--- config.mk ---
export PLATFORM = sky130hd
export DESIGN_NAME = stop_it_game_ctrl
export DESIGN_NICKNAME = d
export VERILOG_FILES = /design/src/rtl/stop_it_pkg.sv /design/src/rtl/stop_it_edge_det.sv /design/src/rtl/stop_it_game_ctrl.sv
export SDC_FILE = /design/constraint.sdc
export NUM_CORES = 1
export LEC_CHECK = 0
export ABC_CLOCK_PERIOD_IN_PS = 1500
export CORE_AREA = 2 2 68 70
export CTS_BUF_LIST = sky130_fd_sc_hd__clkbuf_16
export CTS_CLUSTER_SIZE = 24
export DETAILED_ROUTE_END_ITERATION = 16
export DIE_AREA = 0 0 70 72
export PLACE_DENSITY = 0.51
export RECOVER_POWER = 100
export SYNTH_ARGS = -nofsm -noshare
export SYNTH_HDL_FRONTEND = slang
export SYNTH_HIERARCHICAL = 1
export SYNTH_SLANG_ARGS = --single-unit
--- constraint.sdc ---
create_clock -name clk_4_i -period 1.5 [get_ports clk_4_i]
set_input_delay 0.375 -clock clk_4_i [delete_from_list [all_inputs] [get_ports clk_4_i]]
set_output_delay 0.375 -clock clk_4_i [all_outputs]
set_load 0.1 [all_outputs]
--- src/rtl/stop_it_pkg.sv ---
// Shared types and constants for the Stop It round sequencer.
package stop_it_pkg;

  typedef enum logic [2:0] {
    IDLE    = 3'd0,
    WAIT    = 3'd1,
    RUNNING = 3'd2,
    WON     = 3'd3,
    LOST    = 3'd4
  } state_e;

  localparam int COUNT_W = 5;
  localparam logic [COUNT_W-1:0] COUNT_MAX = 5'h1F;

  function automatic int maxInt(input int a, input int b);
    return (a > b) ? a : b;
  endfunction

endpackage

--- src/rtl/stop_it_edge_det.sv ---
// Rising-edge detector for an already-synchronised button level.
module stop_it_edge_det (
  input  logic clk,
  input  logic rst_n,
  input  logic level_i,
  output logic pulse_o
);

  logic level_q;

  always_ff @(posedge clk or negedge rst_n) begin
    if (!rst_n) level_q <= 1'b0;
    else        level_q <= level_i;
  end

  assign pulse_o = level_i & ~level_q;

endmodule

--- src/rtl/stop_it_game_ctrl.sv ---
// Stop It round sequencer: pre-delay, countdown, win/lose display and win streak.
// Optional macro STOP_IT_FLASH_EN makes flash_o blink instead of lighting steadily.
module stop_it_game_ctrl
  import stop_it_pkg::*;
#(
  parameter logic [COUNT_W-1:0] TARGET       = 5'd10,
  parameter int                 DELAY_TICKS  = 8,
  parameter int                 RESULT_TICKS = 16,
  parameter int                 SCORE_W      = 4
) (
  input  logic               clk_4_i,
  input  logic               rst_ni,
  input  logic               go_i,
  input  logic               stop_i,
  input  logic [COUNT_W-1:0] count_i,
  output logic               counter_en_o,
  output logic               counter_clr_no,
  output state_e             state_o,
  output logic               win_o,
  output logic               lose_o,
  output logic [SCORE_W-1:0] streak_o,
  output logic               flash_o
);

  localparam int TIMER_W = $clog2(maxInt(DELAY_TICKS, RESULT_TICKS) + 1);
  localparam logic [TIMER_W-1:0] DELAY_LOAD  = TIMER_W'(DELAY_TICKS);
  localparam logic [TIMER_W-1:0] RESULT_LOAD = TIMER_W'(RESULT_TICKS);
  localparam logic [TIMER_W-1:0] TIMER_ONE   = TIMER_W'(1);

  state_e               state_q, state_d;
  logic [TIMER_W-1:0]   timer_q, timer_d;
  logic [SCORE_W-1:0]   streak_q, streak_d;
  logic                 goPulse, stopPulse;

  stop_it_edge_det u_goEdge (
    .clk     (clk_4_i),
    .rst_n   (rst_ni),
    .level_i (go_i),
    .pulse_o (goPulse)
  );

  stop_it_edge_det u_stopEdge (
    .clk     (clk_4_i),
    .rst_n   (rst_ni),
    .level_i (stop_i),
    .pulse_o (stopPulse)
  );

  always_ff @(posedge clk_4_i or negedge rst_ni) begin
    if (!rst_ni) begin
      state_q  <= IDLE;
      timer_q  <= '0;
      streak_q <= '0;
    end else begin
      state_q  <= state_d;
      timer_q  <= timer_d;
      streak_q <= streak_d;
    end
  end

  // The stop edge also gates the enable so the counter freezes on the value the player hit.
  always_comb begin
    state_d        = state_q;
    timer_d        = timer_q;
    streak_d       = streak_q;
    counter_en_o   = 1'b0;
    counter_clr_no = 1'b0;
    unique case (state_q)
      IDLE: begin
        if (goPulse) begin
          state_d = WAIT;
          timer_d = DELAY_LOAD;
        end
      end
      WAIT: begin
        if (stopPulse) begin
          state_d  = LOST;
          timer_d  = RESULT_LOAD;
          streak_d = '0;
        end else if (timer_q == TIMER_ONE) begin
          state_d = RUNNING;
          timer_d = '0;
        end else begin
          timer_d = timer_q - TIMER_ONE;
        end
      end
      RUNNING: begin
        counter_clr_no = 1'b1;
        counter_en_o   = (count_i != '0) && !stopPulse;
        if (stopPulse) begin
          timer_d = RESULT_LOAD;
          if (count_i == TARGET) begin
            state_d = WON;
            if (streak_q != {SCORE_W{1'b1}}) streak_d = streak_q + 1'b1;
          end else begin
            state_d  = LOST;
            streak_d = '0;
          end
        end else if (count_i == '0) begin
          state_d  = LOST;
          timer_d  = RESULT_LOAD;
          streak_d = '0;
        end
      end
      WON, LOST: begin
        counter_clr_no = 1'b1;
        if (goPulse) begin
          state_d = WAIT;
          timer_d = DELAY_LOAD;
        end else if (timer_q == TIMER_ONE) begin
          state_d = IDLE;
          timer_d = '0;
        end else begin
          timer_d = timer_q - TIMER_ONE;
        end
      end
      default: begin
        state_d = IDLE;
        timer_d = '0;
      end
    endcase
  end

  assign state_o  = state_q;
  assign win_o    = (state_q == WON);
  assign lose_o   = (state_q == LOST);
  assign streak_o = streak_q;

`ifdef STOP_IT_FLASH_EN
  logic flash_q, flash_d;
  logic blinkDiv_q, blinkDiv_d;

  // WON blinks at half the clock rate, LOST at a quarter; both start lit on entry.
  always_comb begin
    flash_d    = 1'b0;
    blinkDiv_d = 1'b0;
    if (state_d == WON) begin
      flash_d = (state_q != WON) ? 1'b1 : ~flash_q;
    end else if (state_d == LOST) begin
      if (state_q != LOST) begin
        flash_d = 1'b1;
      end else begin
        blinkDiv_d = ~blinkDiv_q;
        flash_d    = blinkDiv_q ? ~flash_q : flash_q;
      end
    end
  end

  always_ff @(posedge clk_4_i or negedge rst_ni) begin
    if (!rst_ni) begin
      flash_q    <= 1'b0;
      blinkDiv_q <= 1'b0;
    end else begin
      flash_q    <= flash_d;
      blinkDiv_q <= blinkDiv_d;
    end
  end

  assign flash_o = flash_q;
`else
  assign flash_o = win_o | lose_o;
`endif

endmodule

==> impl_results.html <==
<table>
<tr><th>Metric</th><th>Value</th></tr>
<tr><th colspan="2">Setup path</th></tr>
<tr><td>Highest net fanout along the worst path</td><td>8</td></tr>
<tr><td>Worst path top cell family by delay</td><td>flip-flops</td></tr>
<tr><td>Reg-to-reg critical path startpoint</td><td>state_o[0]</td></tr>
<tr><td>Worst R2R Setup Slack</td><td>-0.23 ns</td></tr>
<tr><td>Slowest stage cell on the critical path</td><td>sky130_fd_sc_hd__dfrtp_4</td></tr>
<tr><td>Worst-case reg-to-reg path depth</td><td>6</td></tr>
<tr><td>Critical Path RT</td><td>1.12 ns</td></tr>
<tr><td>Peak per-stage delay on the critical path</td><td>0.51 ns</td></tr>
<tr><td>Endpoint class of the critical path</td><td>output port</td></tr>
<tr><td>Number of buffers and inverters on the critical path</td><td>1</td></tr>
<tr><td>Crit path launch type</td><td>flop</td></tr>
<tr><td>Kind of critical path</td><td>flop to output port</td></tr>
<tr><td>Cell-by-cell listing of the critical path</td><td>and2b_1 &gt; and2_4 &gt; nand2b_4 &gt; buf_12</td></tr>
<tr><td>Data arrival at the endpoint of the critical path</td><td>1.39 ns</td></tr>
<tr><td>Capture instance of the worst register-to-register path</td><td>streak_o[3]</td></tr>
<tr><th colspan="2">GRT</th></tr>
<tr><td>Overall overflow remaining after global route</td><td>0</td></tr>
<tr><td>Antenna violations before repair</td><td>0</td></tr>
<tr><td>First-pass GRT wire length</td><td>between 5000 and 6000 um</td></tr>
<tr><td>Maximum number of pins on one net before global-route repair</td><td>15</td></tr>
<tr><td>Met2 layer usage reported by global route</td><td>~25%</td></tr>
<tr><td>Global-route met3 utilization</td><td>3.056%</td></tr>
<tr><td>GR peak layer</td><td>met2</td></tr>
<tr><td>Tot GR Track Use</td><td>between 10% and 20%</td></tr>
<tr><td>Met1 global-route usage</td><td>between 15 and 20%</td></tr>
<tr><td>Via count of the first global-routing pass</td><td>1,169</td></tr>
<tr><th colspan="2">STA</th></tr>
<tr><td>Transition time at the pin with the least slew margin</td><td>roughly 0.84 ns</td></tr>
<tr><td>Worst-case setup margin in the final layout</td><td>-0.2698 ns</td></tr>
<tr><td>Number of setup violations in the final report</td><td>19</td></tr>
<tr><td>Number of hold violations in the final report</td><td>0</td></tr>
<tr><td>Fmax achieved</td><td>0.5651 GHz</td></tr>
<tr><td>Worst slew margin relative to its limit</td><td>44.33%</td></tr>
<tr><td>Unrepaired setup endpoints after global routing</td><td>yes</td></tr>
<tr><td>Worst slack on hold paths</td><td>0.3530 ns</td></tr>
<tr><td>Clock period minus final worst setup slack</td><td>1.770 ns</td></tr>
<tr><td>Aggregate negative setup slack</td><td>-2.683 ns</td></tr>
<tr><td>Worst clock skew</td><td>between 0.004 and 0.005 ns</td></tr>
<tr><td>Fraction of the cycle the final worst path needs</td><td>118.0%</td></tr>
<tr><td>Final Max Tran Viols</td><td>0</td></tr>
<tr><th colspan="2">Synthesis</th></tr>
<tr><td>Number of flops mapped to enable cells by yosys</td><td>0</td></tr>
<tr><td>Mapped Avg Cell Area</td><td>approximately 8.6 um^2</td></tr>
<tr><td>Leading register cell type out of synthesis</td><td>sky130_fd_sc_hd__dfrtp_1</td></tr>
<tr><td>Proportion of synthesized chip area in sequential cells</td><td>33.86%</td></tr>
<tr><td>FFs w/ async S/R, synth</td><td>100.0%</td></tr>
<tr><td>Netlist area before placement</td><td>~1000 um^2</td></tr>
<tr><td>Synth unique cells</td><td>42</td></tr>
<tr><td>Gate Count Post-Synth</td><td>121</td></tr>
<tr><td>Net count after synthesis</td><td>133</td></tr>
<tr><td>Top post-synthesis cells by area</td><td>sky130_fd_sc_hd__dfrtp_1 34%, sky130_fd_sc_hd__nand2_1 5.1%, sky130_fd_sc_hd__a21oi_1 3.9%</td></tr>
<tr><td>Cell type with the largest total area after synthesis</td><td>sky130_fd_sc_hd__dfrtp_1</td></tr>
<tr><td>Warning count from the yosys run</td><td>6</td></tr>
<tr><td>Post-synth top area share</td><td>approximately 34%</td></tr>
<tr><td>Number of storage elements in the synthesis netlist</td><td>14</td></tr>
<tr><th colspan="2">Min path</th></tr>
<tr><td>Worst Hold Path EP</td><td>u_stopEdge/level_q</td></tr>
<tr><td>Class of the most critical hold timing path</td><td>input pin to flop</td></tr>
<tr><td>Startpoint of the lowest-slack hold path</td><td>stop_i</td></tr>
<tr><td>Hold Crit Depth</td><td>1</td></tr>
<tr><th colspan="2">Die</th></tr>
<tr><td>Initial Utilization</td><td>between 20% and 30%</td></tr>
<tr><td>Floorplan die area</td><td>5040 um^2</td></tr>
<tr><td>Die Ht</td><td>72 um</td></tr>
<tr><td>Die X</td><td>70 um</td></tr>
<tr><td>Site row count</td><td>24</td></tr>
<tr><td>Core Footprint</td><td>around 4300 um^2</td></tr>
<tr><td>I/O pin count</td><td>21</td></tr>
<tr><th colspan="2">Power and ir drop</th></tr>
<tr><td>Max rail drop VDD</td><td>0.0008221 V</td></tr>
<tr><td>Cell area power density</td><td>1731 nW/um^2</td></tr>
<tr><td>Static leakage</td><td>about 0.94 nW</td></tr>
<tr><td>Total Power</td><td>3.577 mW</td></tr>
<tr><th colspan="2">Run status</th></tr>
<tr><td>Failing checks</td><td>setup timing</td></tr>
<tr><td>Result of the run</td><td>finished with violations</td></tr>
<tr><th colspan="2">Clock network</th></tr>
<tr><td>Clk sink count</td><td>14</td></tr>
<tr><td>TritonCTS clock tree</td><td>done</td></tr>
<tr><td>Cts hold-fix bufs</td><td>0</td></tr>
<tr><td>Number of buffers created by CTS</td><td>3</td></tr>
<tr><td>Number of H-tree branching levels</td><td>1</td></tr>
<tr><td>Bufs on Longest Clock Path</td><td>2</td></tr>
<tr><td>Root Driver</td><td>sky130_fd_sc_hd__clkbuf_16</td></tr>
<tr><td>Insertion delay to the later sink of the worst-skew pair</td><td>0.25 ns</td></tr>
<tr><td>Clock Pin Slew Worst Setup and Hold Paths</td><td>~0.05 ns</td></tr>
<tr><th colspan="2">Placed design</th></tr>
<tr><td>Total half-perimeter wirelength after legalization and detailed placement</td><td>~2300 um</td></tr>
<tr><td>Count of buffers from port buffering</td><td>20</td></tr>
<tr><td>Placer's final routability congestion estimate</td><td>0.8204</td></tr>
<tr><th colspan="2">Detailed routing</th></tr>
<tr><td>Number of antenna-violating nets in the routed design</td><td>0</td></tr>
<tr><td>Average routed wire per standard cell</td><td>13.82 um</td></tr>
<tr><td>First-pass iteration count of the detailed router</td><td>4</td></tr>
<tr><td>Residual DRC count</td><td>0</td></tr>
<tr><td>Via count</td><td>between 1,000 and 1,500</td></tr>
<tr><td>Total length of routed wires</td><td>3400 um</td></tr>
<tr><td>Number of violations reported at the end of detailed-routing iteration 0</td><td>52</td></tr>
<tr><td>Average vias per placed instance</td><td>around 4.7</td></tr>
<tr><th colspan="2">Cells and area</th></tr>
<tr><td>Share of cells above drive strength 1</td><td>61.86%</td></tr>
<tr><td>Relative area change from synthesis to final layout</td><td>99.64%</td></tr>
<tr><td>Fin nets</td><td>~210</td></tr>
<tr><td>Count of inserted antenna diode cells</td><td>0</td></tr>
<tr><th colspan="2">Job</th></tr>
<tr><td>Max cap viols</td><td>0</td></tr>
</table>
## per-layer routing
metal / wire length (um) / up-vias
met5: 0 / -
met4: 67 / 0
li1: - / 576
met2: 1764 / 18
met3: 105 / 6
met1: 1462 / 547
## synthesized netlist by cell type (all sizes together), types with 2 or more instances
cell and instances:
nand2 15, dfrtp 14, a21oi 8, nor2 8
o21ai 8, inv 7, nor3 5, buf 4
nand2b 4, nor2b 4, nor3b 4, a21o 3
and2 3, and3 3, ha 3, a21boi 2
a22oi 2, clkbuf 2, nand3 2, nand3b 2
or3 2
## power by group
part | internal [mW] | switching [mW] | total, mW
sequential | 0.476 | 0.123 | 0.600
clock | 0.354 | 0.170 | 0.524
combinational | 1.21 | 1.24 | 2.45
## through the flow
step                      utilization (%)  area, um^2  cells  setup WS (ns)
after global placement              40.99        1748    223        -0.5797
after global routing                48.44        2066    246        -0.3200
final                               48.44        2066    246        -0.2698
after CTS                           47.68        2033    243        -0.2702
after detailed placement            40.99        1748    223        -0.7295
after floorplan                         -        1149    121        -0.6270
## registers in the layout (all words and copies together), names as in the netlist
| signal | cells |
|---|---|
| streak_o | 4 |
| u_goEdge/level_q | 1 |
| state_o | 3 |
| timer_q | 5 |
| u_stopEdge/level_q | 1 |
## cell usage in the layout (no fill, tap or decap), types with 3 or more instances in the layout
cell	count
sky130_fd_sc_hd__a21oi_1	4
sky130_fd_sc_hd__nor2_1	7
sky130_fd_sc_hd__dfrtp_4	5
sky130_fd_sc_hd__a21oi_2	4
sky130_fd_sc_hd__nand2_1	11
sky130_fd_sc_hd__buf_12	10
sky130_fd_sc_hd__a21o_1	3
sky130_fd_sc_hd__inv_1	4
sky130_fd_sc_hd__dlygate4sd2_1	4
sky130_fd_sc_hd__buf_4	52
sky130_fd_sc_hd__o21ai_0	4
sky130_fd_sc_hd__o21ai_1	3
sky130_fd_sc_hd__dfrtp_1	7
sky130_fd_sc_hd__and3_1	3
sky130_fd_sc_hd__nand2b_1	3
sky130_fd_sc_hd__nor2b_4	3
sky130_fd_sc_hd__clkbuf_16	3
## kinds of logic after synthesis
kind of cell / synth area share (%)
buf+inv: 6.409
fa+ha+maj: 3.628
flops: 33.86
xor+xnor: 0.8466
mux: 2.056
simple gates: 32.41
compound gates: 20.80
## cell type report
type | count | area, um^2
Sequential cell | 14 | 371.6
Timing Repair Buffer | 75 | 718.2
Inverter | 7 | 30.03
Multi-Input combinational cell | 94 | 802.0
Fill cell | 409 | 2198
Tap cell | 52 | 65.06
Clock buffer | 3 | 75.07
Clock inverter | 1 | 3.754
## how the worst max path moves through the flow
| stage | from | end | slack, ns | depth (start not counted) |
|---|---|---|---|---|
| finish | state_o[1] | flash_o | -0.27 | 4 |
| global route | state_o[2] | flash_o | -0.32 | 4 |
| CTS | state_o[1] | flash_o | -0.27 | 4 |
| detailed placement | stop_i | streak_o[3] | -0.73 | 7 |
| global placement | stop_i | streak_o[3] | -0.58 | 7 |
| floorplan | state_o[0] | counter_en_o | -0.63 | 3 |
## what timing repair did
item,CTS,global route
setup endpoints to repair,18,20
pin swaps,14,15
resized for setup,30,12
setup buffers,16,3
Note: power is estimated with default switching activity, not from simulation.
